**config.mk**
```make
export PLATFORM = sky130hd
export DESIGN_NAME = tt_host_driver
export DESIGN_NICKNAME = d
export VERILOG_FILES = /design/src/rtl/tt_host_driver.sv
export SDC_FILE = /design/constraint.sdc
export NUM_CORES = 1
export LEC_CHECK = 0
export CELL_PAD_IN_SITES_DETAIL_PLACEMENT = 1
export CELL_PAD_IN_SITES_GLOBAL_PLACEMENT = 2
export CORE_MARGIN = 2
export CORE_UTILIZATION = 30
export CTS_BUF_LIST = sky130_fd_sc_hd__clkbuf_8
export DETAILED_ROUTE_END_ITERATION = 10
export PLACE_DENSITY = 0.75
export SYNTH_ARGS = -nofsm -noshare
export SYNTH_HDL_FRONTEND = slang
export SYNTH_SLANG_ARGS = --single-unit
export TNS_END_PERCENT = 100
```
**constraint.sdc**
```tcl
create_clock -name clk -period 4.5 [get_ports clk]
set_input_delay 0.675 -clock clk [delete_from_list [all_inputs] [get_ports clk]]
set_output_delay 0.675 -clock clk [all_outputs]
set_load 0.1 [all_outputs]
```
**src/rtl/tt_host_driver.sv**
```systemverilog
// tt_host_driver: byte-stream command/response host that drives a Tiny Tapeout project's pins, clock and reset
module tt_host_driver #(
  parameter int DIV_WIDTH = 16
) (
  input  logic       clk,
  input  logic       rst,
  input  logic [7:0] cmd_data,
  input  logic       cmd_valid,
  output logic       cmd_ready,
  output logic [7:0] rsp_data,
  output logic       rsp_valid,
  input  logic       rsp_ready,
  output logic [7:0] ui_in,
  input  logic [7:0] uo_out,
  output logic [7:0] uio_host_out,
  output logic [7:0] uio_host_oe,
  input  logic [7:0] uio_in,
  output logic       proj_clk,
  output logic       proj_rst_n
);
  typedef enum logic [2:0] {IDLE, ARG, EXEC, STEP_HI, STEP_LO, RSP} state_t;
  state_t state_q;
  logic [7:0] op_q, arg_q, rsp2_q, uo_s1_q, uo_s2_q, uio_s1_q, uio_s2_q;
  logic hi_q, more_q;
  logic [DIV_WIDTH-1:0] div_q, cnt_q, h, c;
  logic [8:0] rem_q, rem;
  logic acc, stepping, tick, free_tick, fall, done;
  always_comb begin
    cmd_ready = !rst && (state_q == IDLE || state_q == ARG);
    acc = cmd_valid && cmd_ready;
    stepping = state_q == STEP_HI || state_q == STEP_LO || (state_q == EXEC && op_q == 8'h06);
    h = div_q == '0 ? DIV_WIDTH'(1) : div_q;
    c = state_q == EXEC ? '0 : cnt_q;
    tick = c == h - DIV_WIDTH'(1);
    free_tick = cnt_q == div_q - DIV_WIDTH'(1);
    rem = state_q == EXEC ? (arg_q == 8'd0 ? 9'd256 : {1'b0, arg_q}) + {8'd0, proj_clk} : rem_q;
    fall = tick && proj_clk;
    done = fall && rem == 9'd1;
  end
  always_ff @(posedge clk) begin
    if (rst) begin
      state_q <= IDLE;
      op_q <= '0;
      arg_q <= '0;
      rsp2_q <= '0;
      uo_s1_q <= '0;
      uo_s2_q <= '0;
      uio_s1_q <= '0;
      uio_s2_q <= '0;
      hi_q <= 1'b0;
      more_q <= 1'b0;
      div_q <= '0;
      cnt_q <= '0;
      rem_q <= '0;
      rsp_data <= '0;
      rsp_valid <= 1'b0;
      ui_in <= '0;
      uio_host_out <= '0;
      uio_host_oe <= '0;
      proj_clk <= 1'b0;
      proj_rst_n <= 1'b0;
    end else begin
      {uo_s2_q, uo_s1_q} <= {uo_s1_q, uo_out};
      {uio_s2_q, uio_s1_q} <= {uio_s1_q, uio_in};
      if (stepping) begin
        cnt_q <= tick ? '0 : c + DIV_WIDTH'(1);
        proj_clk <= proj_clk ^ tick;
        rem_q <= rem - {8'd0, fall};
        state_q <= done ? RSP : ((proj_clk ^ tick) ? STEP_HI : STEP_LO);
        if (done) begin
          rsp_data <= 8'hAC;
          rsp_valid <= 1'b1;
          more_q <= 1'b0;
        end
      end else if (div_q != '0) begin
        cnt_q <= free_tick ? '0 : cnt_q + DIV_WIDTH'(1);
        proj_clk <= proj_clk ^ free_tick;
      end
      case (state_q)
        IDLE: if (acc) begin
          op_q <= cmd_data;
          hi_q <= 1'b0;
          state_q <= (cmd_data >= 8'h01 && cmd_data <= 8'h06) ? ARG : EXEC;
        end
        ARG: if (acc) begin
          arg_q <= cmd_data;
          hi_q <= 1'b1;
          state_q <= op_q == 8'h06 ? EXEC : ((op_q == 8'h05 && !hi_q) ? ARG : IDLE);
          if (op_q == 8'h01) ui_in <= cmd_data;
          if (op_q == 8'h02) uio_host_out <= cmd_data;
          if (op_q == 8'h03) uio_host_oe <= cmd_data;
          if (op_q == 8'h04) proj_rst_n <= cmd_data[0];
          if (op_q == 8'h05 && hi_q) begin
            div_q <= DIV_WIDTH'({cmd_data, arg_q});
            cnt_q <= '0;
          end
        end
        EXEC: if (op_q != 8'h06) begin
          rsp_valid <= 1'b1;
          rsp_data <= op_q == 8'h07 ? uo_s2_q : 8'hEE;
          rsp2_q <= uio_s2_q;
          more_q <= op_q == 8'h07;
          state_q <= RSP;
        end
        RSP: if (rsp_ready) begin
          rsp_data <= rsp2_q;
          rsp_valid <= more_q;
          more_q <= 1'b0;
          state_q <= more_q ? RSP : IDLE;
        end
        default: ;
      endcase
    end
  end
endmodule

```
==> qor.txt, run 1 <==
Max incr delay on CP: 390 ps
Row cnt: 56
Final net count: 1013
Largest fanout on the critical path: 3
Achievable Freq: 227 MHz
CP endpoint kind: flip-flop
Fraction of power consumed by sequential logic: 47.0%
Post-synth EDFFs: 0
Vias in the first global route: 6784
Initial antenna violation count: 0
Hold Path Stages: 1
Worst slew margin: 32.8%
Height of the die: 159 um
Max-Cap Viols: 0
Number of inserted diodes: 0
Wire length after detailed routing: 23.4 mm
Pwr/cell area: 303 nW/um^2
Setup Skew: 31.3 ps
DR DRC count: 0
Number of register bits inferred by synthesis: 137
DRT antenna net count: 0
Clock root cell: sky130_fd_sc_hd__clkbuf_8
Worst-case reg-to-reg path depth: 20
Worst vdd ir: 0.230 mV
Count of endpoints failing hold in the final timing report: 0
Post-synthesis sequential area ratio: 38.0%
Skew-Pair Late Insertion Delay: 460 ps
Mapped Nets: 935
Worst hold slack after final layout: 436 ps
Metal1 wirelength: 11.1 mm
Clk sinks: 137
CP Buf/Inv Count: 3
Top sig layer: met4
Level count of the clock H-tree: 4
Unrepaired setup endpoints after global routing: yes
Synthesis-to-layout area growth: 24.5%
Mapped Cells: 898
Status: completed
Final-report setup violation count: 0
Wire per inst: 17.9 um
Data required time of the critical path: 4860 ps
Flip-flop and latch area: 2750 um^2
Global-route wire length before repair: 37.5 mm
Number of I/O port buffers: 63
Proportion of layout cells with a drive suffix above 1: 14.0%
Amount of wire on met3 after detailed routing: 729 um
Critical path startpoint category: flip-flop
Type of the worst setup path: flip-flop to flip-flop
Time the worst path needs with I/O delays and setup: 4410 ps
Crit share post-route: 98.0%
Number of pins with negative max-slew slack in the final report: 0
Vias after detailed routing: 6868
Die ar.: 25300 um^2
Count of yosys warnings during synthesis: 0
Tot Pwr: 2.72 mW
Flip-flop cell with the highest count after synthesis: sky130_fd_sc_hd__dfxtp_1
Global route total overflow: 0
Buffer depth of the longest clock path: 2
GRT Util Overall: 18.2%
Arrival time at the worst endpoint: 4770 ps
Horizontal die dimension: 159 um
Clock Power Share: 38.9%
Least-Margin Pin Slew: 1010 ps
Crit. path cell count: 20
Number of fill cells in the layout: 2839
Routed wire length on met2: 11.3 mm
Number of ports placed on the die boundary: 64
Switching power share of the total: 33.6%
Post-Syn Area: 7220 um^2
Weighted congestion at the end of routability-driven global placement: 0.853
Area occupied by multi-input gates: 4300 um^2
Worst path slowest cell: sky130_fd_sc_hd__or3b_4
Number of detailed-routing iterations run before antenna repair: 5
Clock tree from TritonCTS: done
Clock transition time at the flip-flop clock pins of the worst setup and hold paths: 120 ps
TritonCTS buffer count: 17
Min-delay worst type: flip-flop to flip-flop
Sw Pwr: 0.916 mW
Initial Util: 30.7%
Post-Syn Area per Cell: 8.04 um^2
Half-perimeter wire length after detailed placement: 16.7 mm
Vias per cell: 5.25
Leak: 3.11 nW
Internal power consumption: 1.81 mW
First DRT Iteration DRCs: 303
Post-synthesis async set-or-reset flop share: 0%
Core area: 23500 um^2
Largest net degree at the start of global routing: 81
Kind of cell adding the most delay to the critical path: simple AND/OR/NAND/NOR gates
Number of distinct library cell variants in the gate-level netlist after synthesis: 73
Combinational cell fraction of total power: 14.1%
Critical Path, Cell by Cell: inv_1, ha_4, nor3b_4, and4_1, nor2_2, ha_2, or3b_4, o311a_1, or3_4, a211o_1, nor4_2, buf_4, ha_4, and4b_1, nand4_1, buf_4, nand2_4, o22ai_2, a221o_1, a21oi_1
# hold bufs at CTS: 0
==> cells in the mapped netlist, types with 9 or more instances <==
library cell	count	area share, %
sky130_fd_sc_hd__o21ai_0	43	3.0
sky130_fd_sc_hd__nand2_1	113	5.9
sky130_fd_sc_hd__o211ai_1	9	0.94
sky130_fd_sc_hd__a211oi_1	16	1.7
sky130_fd_sc_hd__nor2_1	98	5.1
sky130_fd_sc_hd__nand2b_1	10	0.87
sky130_fd_sc_hd__inv_1	13	0.68
sky130_fd_sc_hd__clkbuf_1	57	3.0
sky130_fd_sc_hd__mux2i_1	39	5.4
sky130_fd_sc_hd__nand4_1	14	1.2
sky130_fd_sc_hd__dfxtp_1	137	38
sky130_fd_sc_hd__nor4_1	14	1.2
sky130_fd_sc_hd__xor2_1	13	1.6
sky130_fd_sc_hd__a21oi_1	61	4.2
sky130_fd_sc_hd__xnor2_1	25	3.0
sky130_fd_sc_hd__nor3_1	31	2.1
sky130_fd_sc_hd__nor2b_1	35	3.0
sky130_fd_sc_hd__a31oi_1	13	1.1
sky130_fd_sc_hd__nand3_1	22	1.5
sky130_fd_sc_hd__ha_1	9	1.6
==> cell families after synthesis <==
group,count (synthesis),share of synthesized area [%]
multiplexers,41,5.72
AND/OR/NAND/NOR,386,26.5
adder cells (fa/ha/maj),9,1.56
flip-flops,137,38.0
buffers and inverters,78,4.32
AO/OA/AOI/OAI,206,18.4
XOR/XNOR,41,5.48
==> metrics by stage <==
step	util (%)	setup WS [ps]	cells	area, um^2	TNS, ps
after floorplan	-	30.5	898	7230	0
after global placement	35.8	246	1271	8420	0
after detailed placement	35.8	-96.0	1271	8420	-203
after CTS	37.6	22.5	1303	8850	0
after global routing	38.2	-100	1308	8990	-294
final	38.2	91.7	1308	8990	0
==> metal layers <==
layer | vias to the layer above | global-route usage [%]
met5 | - | 0
met4 | 0 | 4.09
met3 | 19 | 2.89
met2 | 120 | 31.5
met1 | 3363 | 23.8
li1 | 3366 | -
==> layout by cell type, fill, tap and decap left out, types with 5 or more instances in the layout <==
| master | count |
|---|---|
| sky130_fd_sc_hd__o211ai_1 | 9 |
| sky130_fd_sc_hd__buf_4 | 62 |
| sky130_fd_sc_hd__nand4_1 | 14 |
| sky130_fd_sc_hd__o21ai_0 | 42 |
| sky130_fd_sc_hd__clkinv_8 | 5 |
| sky130_fd_sc_hd__inv_1 | 12 |
| sky130_fd_sc_hd__or3_1 | 5 |
| sky130_fd_sc_hd__nor4_1 | 10 |
| sky130_fd_sc_hd__dfxtp_1 | 135 |
| sky130_fd_sc_hd__clkbuf_8 | 17 |
| sky130_fd_sc_hd__a31oi_1 | 13 |
| sky130_fd_sc_hd__o21a_1 | 7 |
| sky130_fd_sc_hd__ha_1 | 6 |
| sky130_fd_sc_hd__nand3_1 | 22 |
| sky130_fd_sc_hd__a221oi_1 | 5 |
| sky130_fd_sc_hd__clkdlybuf4s50_1 | 61 |
| sky130_fd_sc_hd__nand2b_1 | 10 |
| sky130_fd_sc_hd__xnor2_1 | 25 |
| sky130_fd_sc_hd__o2111ai_1 | 7 |
| sky130_fd_sc_hd__a21oi_1 | 61 |
| sky130_fd_sc_hd__nor4_2 | 5 |
| sky130_fd_sc_hd__nand2_1 | 112 |
| sky130_fd_sc_hd__and3_1 | 8 |
| sky130_fd_sc_hd__xor2_1 | 13 |
| sky130_fd_sc_hd__mux2i_1 | 39 |
| sky130_fd_sc_hd__o31ai_1 | 7 |
| sky130_fd_sc_hd__nor2b_1 | 35 |
| sky130_fd_sc_hd__nor3_1 | 29 |
| sky130_fd_sc_hd__or4_1 | 5 |
| sky130_fd_sc_hd__a21o_1 | 5 |
| sky130_fd_sc_hd__a211oi_1 | 15 |
| sky130_fd_sc_hd__nor2_1 | 96 |
==> area by class of cell <==
cell class	count	area share, %
Multi-Input combinational cell	683	47.9
Tap cell	319	4.44
Clock buffer	17	2.60
Timing Repair Buffer	123	12.0
Inverter	14	0.585
Clock inverter	15	1.96
Sequential cell	137	30.5
==> sequential cells by signal, summed over array words and instances, names as in the netlist, 3 cells and up <==
name,flops
arg_q,8
rsp2_q,8
op_q,8
div_q,16
rsp_data,8
uio_s2_q,8
state_q,3
uio_host_out,8
uo_s2_q,8
cnt_q,16
rem_q,9
uio_s1_q,8
uio_host_oe,8
ui_in,8
uo_s1_q,8
==> path summary, 6_finish.rpt <==
| check | start | end | slack (ps) |
|---|---|---|---|
| min reg2reg | uio_s1_q[1] | uio_s2_q[1] | 440 |
| max | div_q[1] | state_q[2] | 90 |
| max reg2reg | div_q[1] | state_q[2] | 90 |
| min | uio_s1_q[1] | uio_s2_q[1] | 440 |
==> power groups by stage <==
stage / registers [mW] / logic [mW] / clock network [mW]
after floorplan: 1.35 / 0.196 / 0
after global routing: 1.28 / 0.415 / 1.14
after global placement: 1.31 / 0.368 / 0
after detailed placement: 1.31 / 0.370 / 0
after CTS: 1.28 / 0.372 / 1.09
final: 1.28 / 0.383 / 1.06
==> repair_timing <==
action / CTS / global route
gates cloned: 0 / 0
gates resized for setup: 6 / 22
setup endpoints to repair: 6 / 18
buffers inserted: 0 / 5
pin swaps: 1 / 16
Note: power is estimated with default switching activity, not from simulation.
==> inputs of run 2 (changes only) <==
--- a/config.mk
+++ b/config.mk
@@ -10,8 +10,10 @@
 export CORE_MARGIN = 2
 export CORE_UTILIZATION = 30
 export CTS_BUF_LIST = sky130_fd_sc_hd__clkbuf_8
+export CTS_CLUSTER_SIZE = 24
 export DETAILED_ROUTE_END_ITERATION = 10
 export PLACE_DENSITY = 0.75
+export SETUP_SLACK_MARGIN = 0.5
 export SYNTH_ARGS = -nofsm -noshare
 export SYNTH_HDL_FRONTEND = slang
 export SYNTH_SLANG_ARGS = --single-unit
==> qor.txt, run 2 (synthesized netlist as in run 1, its figures left out) <==
Vias per cell: 5.22 (-0.50%)
Sw Pwr: 0.930 mW (+1.6%)
Least setup slack across all paths after layout: 241 ps (+149 ps)
Number of fill cells in the layout: 2845 (+0.21%)
Combinational cell fraction of total power: 14.4% (+0.3 points)
Unrepaired setup endpoints after global routing: yes
Proportion of layout cells with a drive suffix above 1: 15.5% (+1.6 points)
Type of the worst setup path: flip-flop to flip-flop
Placed insts: 1264 (-0.55%)
# hold bufs at CTS: 0 (unchanged)
Buffer depth of the longest clock path: 2 (unchanged)
Internal power consumption: 1.83 mW (+1.2%)
First DRT Iteration DRCs: 269 (-11%)
Level count of the clock H-tree: 4 (unchanged)
Reg-to-reg slack, setup: 240 ps (+150 ps)
DRT antenna net count: 0 (unchanged)
Largest fanout on the critical path: 3 (unchanged)
Clock transition time at the flip-flop clock pins of the worst setup and hold paths: 100 ps (-20 ps)
Arrival time at the worst endpoint: 4650 ps (-120 ps)
TritonCTS buffer count: 17 (unchanged)
Worst hold slack after final layout: 439 ps (+2.34 ps)
Largest registers: cnt_q x16, div_q x16, rem_q x9
Vias after detailed routing: 6844 (-0.35%)
Tot Pwr: 2.76 mW (+1.3%)
Final net count: 1015 (+0.20%)
Worst vdd ir: 0.209 mV (-8.9%)
Number of ports placed on the die boundary: 64 (unchanged)
Clock Power Share: 39.1% (+0.2 points)
GRT Util Overall: 18.3% (+0.059 points)
Synthesis-to-layout area growth: 26.9%
Endpoint of the worst setup timing path: state_q[2]
Most common cell after layout, fill and taps aside: sky130_fd_sc_hd__dfxtp_1
Weighted congestion at the end of routability-driven global placement: 0.815 (-4.4%)
Worst slew margin: 31.7% (-1.0 points)
Largest net degree at the start of global routing: 80 (-1.2%)
Most frequent cell on the critical path: sky130_fd_sc_hd__ha_4
Critical Path, Cell by Cell: inv_4, ha_4, nor3b_4, and4_1, nor2_2, ha_4, or3b_4, o311a_1, or3_4, a211o_1, nor4_2, buf_4, ha_4, and4b_1, nand4_1, buf_4, nand2_4, o22ai_2, a221o_1, a21oi_1
Wire length after detailed routing: 23.0 mm (-1.5%)
Global-route wire length before repair: 37.3 mm (-0.50%)
Row cnt: 56 (unchanged)
Count of endpoints failing hold in the final timing report: 0 (unchanged)
Max-Cap Viols: 0 (unchanged)
Number of inserted diodes: 0 (unchanged)
Number of I/O port buffers: 63 (unchanged)
Reg-to-Reg Start: div_q[0]
Min-delay worst type: flip-flop to flip-flop
DR DRC count: 0 (unchanged)
Height of the die: 159 um (unchanged)
Achievable Freq: 235 MHz (+3.5%)
Post-Route Utilization: 38.9% (+0.75 points)
Start point of the critical path: div_q[0]
Data required time of the critical path: 4890 ps (+30 ps)
Total negative slack: 0 ps (unchanged)
Worst path slowest cell: sky130_fd_sc_hd__or3b_4
Total placed instance area: 8460 um^2 (+0.48%)
CP endpoint kind: flip-flop
Least-Margin Pin Slew: 1020 ps (+15.7 ps)
Die ar.: 25300 um^2 (unchanged)
Skew-Pair Late Insertion Delay: 460 ps (about the same)
Number of detailed-routing iterations run before antenna repair: 7 (+2)
Global route total overflow: 0 (unchanged)
Leak: 3.19 nW (+2.5%)
Crit. path cell count: 20 (unchanged)
Clk sinks: 137 (unchanged)
Clock tree from TritonCTS: done
Core area: 23500 um^2 (unchanged)
CP Buf/Inv Count: 3 (unchanged)
Final cell count without fillers: 1310 (+0.15%)
Final instance area: 9160 um^2 (+2.0%)
Worst-case reg-to-reg path depth: 20 (unchanged)
Critical path startpoint category: flip-flop
Max incr delay on CP: 390 ps (about the same)
Fraction of power consumed by sequential logic: 46.4% (-0.6 points)
Initial Util: 30.7% (unchanged)
Final-report setup violation count: 0 (unchanged)
Vias in the first global route: 6783 (-0.015%)
Crit share post-route: 94.6% (-3.3 points)
Setup Skew: 21.4 ps (-9.93 ps)
Half-perimeter wire length after detailed placement: 16.5 mm (-0.76%)
Pwr/cell area: 301 nW/um^2 (-0.65%)
Area occupied by multi-input gates: 4440 um^2 (+3.1%)
Number of pins with negative max-slew slack in the final report: 0 (unchanged)
Most frequent cells in the layout: 135 x sky130_fd_sc_hd__dfxtp_1, 110 x sky130_fd_sc_hd__nand2_1, 95 x sky130_fd_sc_hd__nor2_1
Pre-CTS WS: 133 ps (+230 ps)
Flip-flop and latch area: 2750 um^2 (unchanged)
Kind of cell adding the most delay to the critical path: simple AND/OR/NAND/NOR gates
Status: completed
Wire per inst: 17.6 um (-1.7%)
Time the worst path needs with I/O delays and setup: 4260 ps (-149 ps)
Horizontal die dimension: 159 um (unchanged)
Reg-to-reg critical path endpoint: state_q[2]
Switching power share of the total: 33.7% (+0.085 points)
Clock root cell: sky130_fd_sc_hd__clkbuf_8
Initial antenna violation count: 0 (unchanged)
run 2: changes by cell type in the layout (fill, tap and decap cells not counted), sizes merged:
cell,change
buf,+2
clkinv,+1
clkinvlp,-2
inv,+1
run 2: worst min-delay path: stages (launching register included):
cell and delay [ps]:
sky130_fd_sc_hd__dfxtp_1 310, sky130_fd_sc_hd__nand2_1 50, sky130_fd_sc_hd__a21oi_1 50
run 2: cell type report:
class	instances	area share (%)
Sequential cell	137	30.0
Clock buffer	17	2.55
Clock inverter	15	2.14
Timing Repair Buffer	125	12.0
Multi-Input combinational cell	683	48.4
Inverter	14	0.601
Tap cell	319	4.36
run 2: power groups by stage:
stage               combinational (mW)  sequential [mW]  clock [mW]
finish                           0.398             1.28        1.08
global placement                 0.368             1.31           0
CTS                              0.390             1.28        1.12
floorplan                        0.197             1.35           0
detailed placement               0.369             1.31           0
global route                     0.435             1.29        1.17
run 2: routing by layer:
layer	track usage, %	vias to the layer above	routed length, um
met5	0	-	0
met4	4.83	0	331
met3	2.84	27	746
met2	31.2	113	11100
met1	24.0	3344	10900
li1	-	3360	-
run 2: worst min-delay path by stage:
stage / from / end / cells after the start
final: uio_s2_q[6] / rsp2_q[6] / 2
after global routing: uo_s1_q[6] / uo_s2_q[6] / 1
after global placement: uio_s1_q[1] / uio_s2_q[1] / 1
after CTS: uo_s1_q[6] / uo_s2_q[6] / 1
after floorplan: uio_s1_q[0] / uio_s2_q[0] / 1
after detailed placement: uo_s1_q[6] / uo_s2_q[6] / 1
run 2: repair_timing:
action / 4_1_cts / 5_1_grt
pin swaps: 12 / 10
buffers inserted: 8 / 6
resized for setup: 27 / 11
endpoints found under the setup margin: 19 / 32
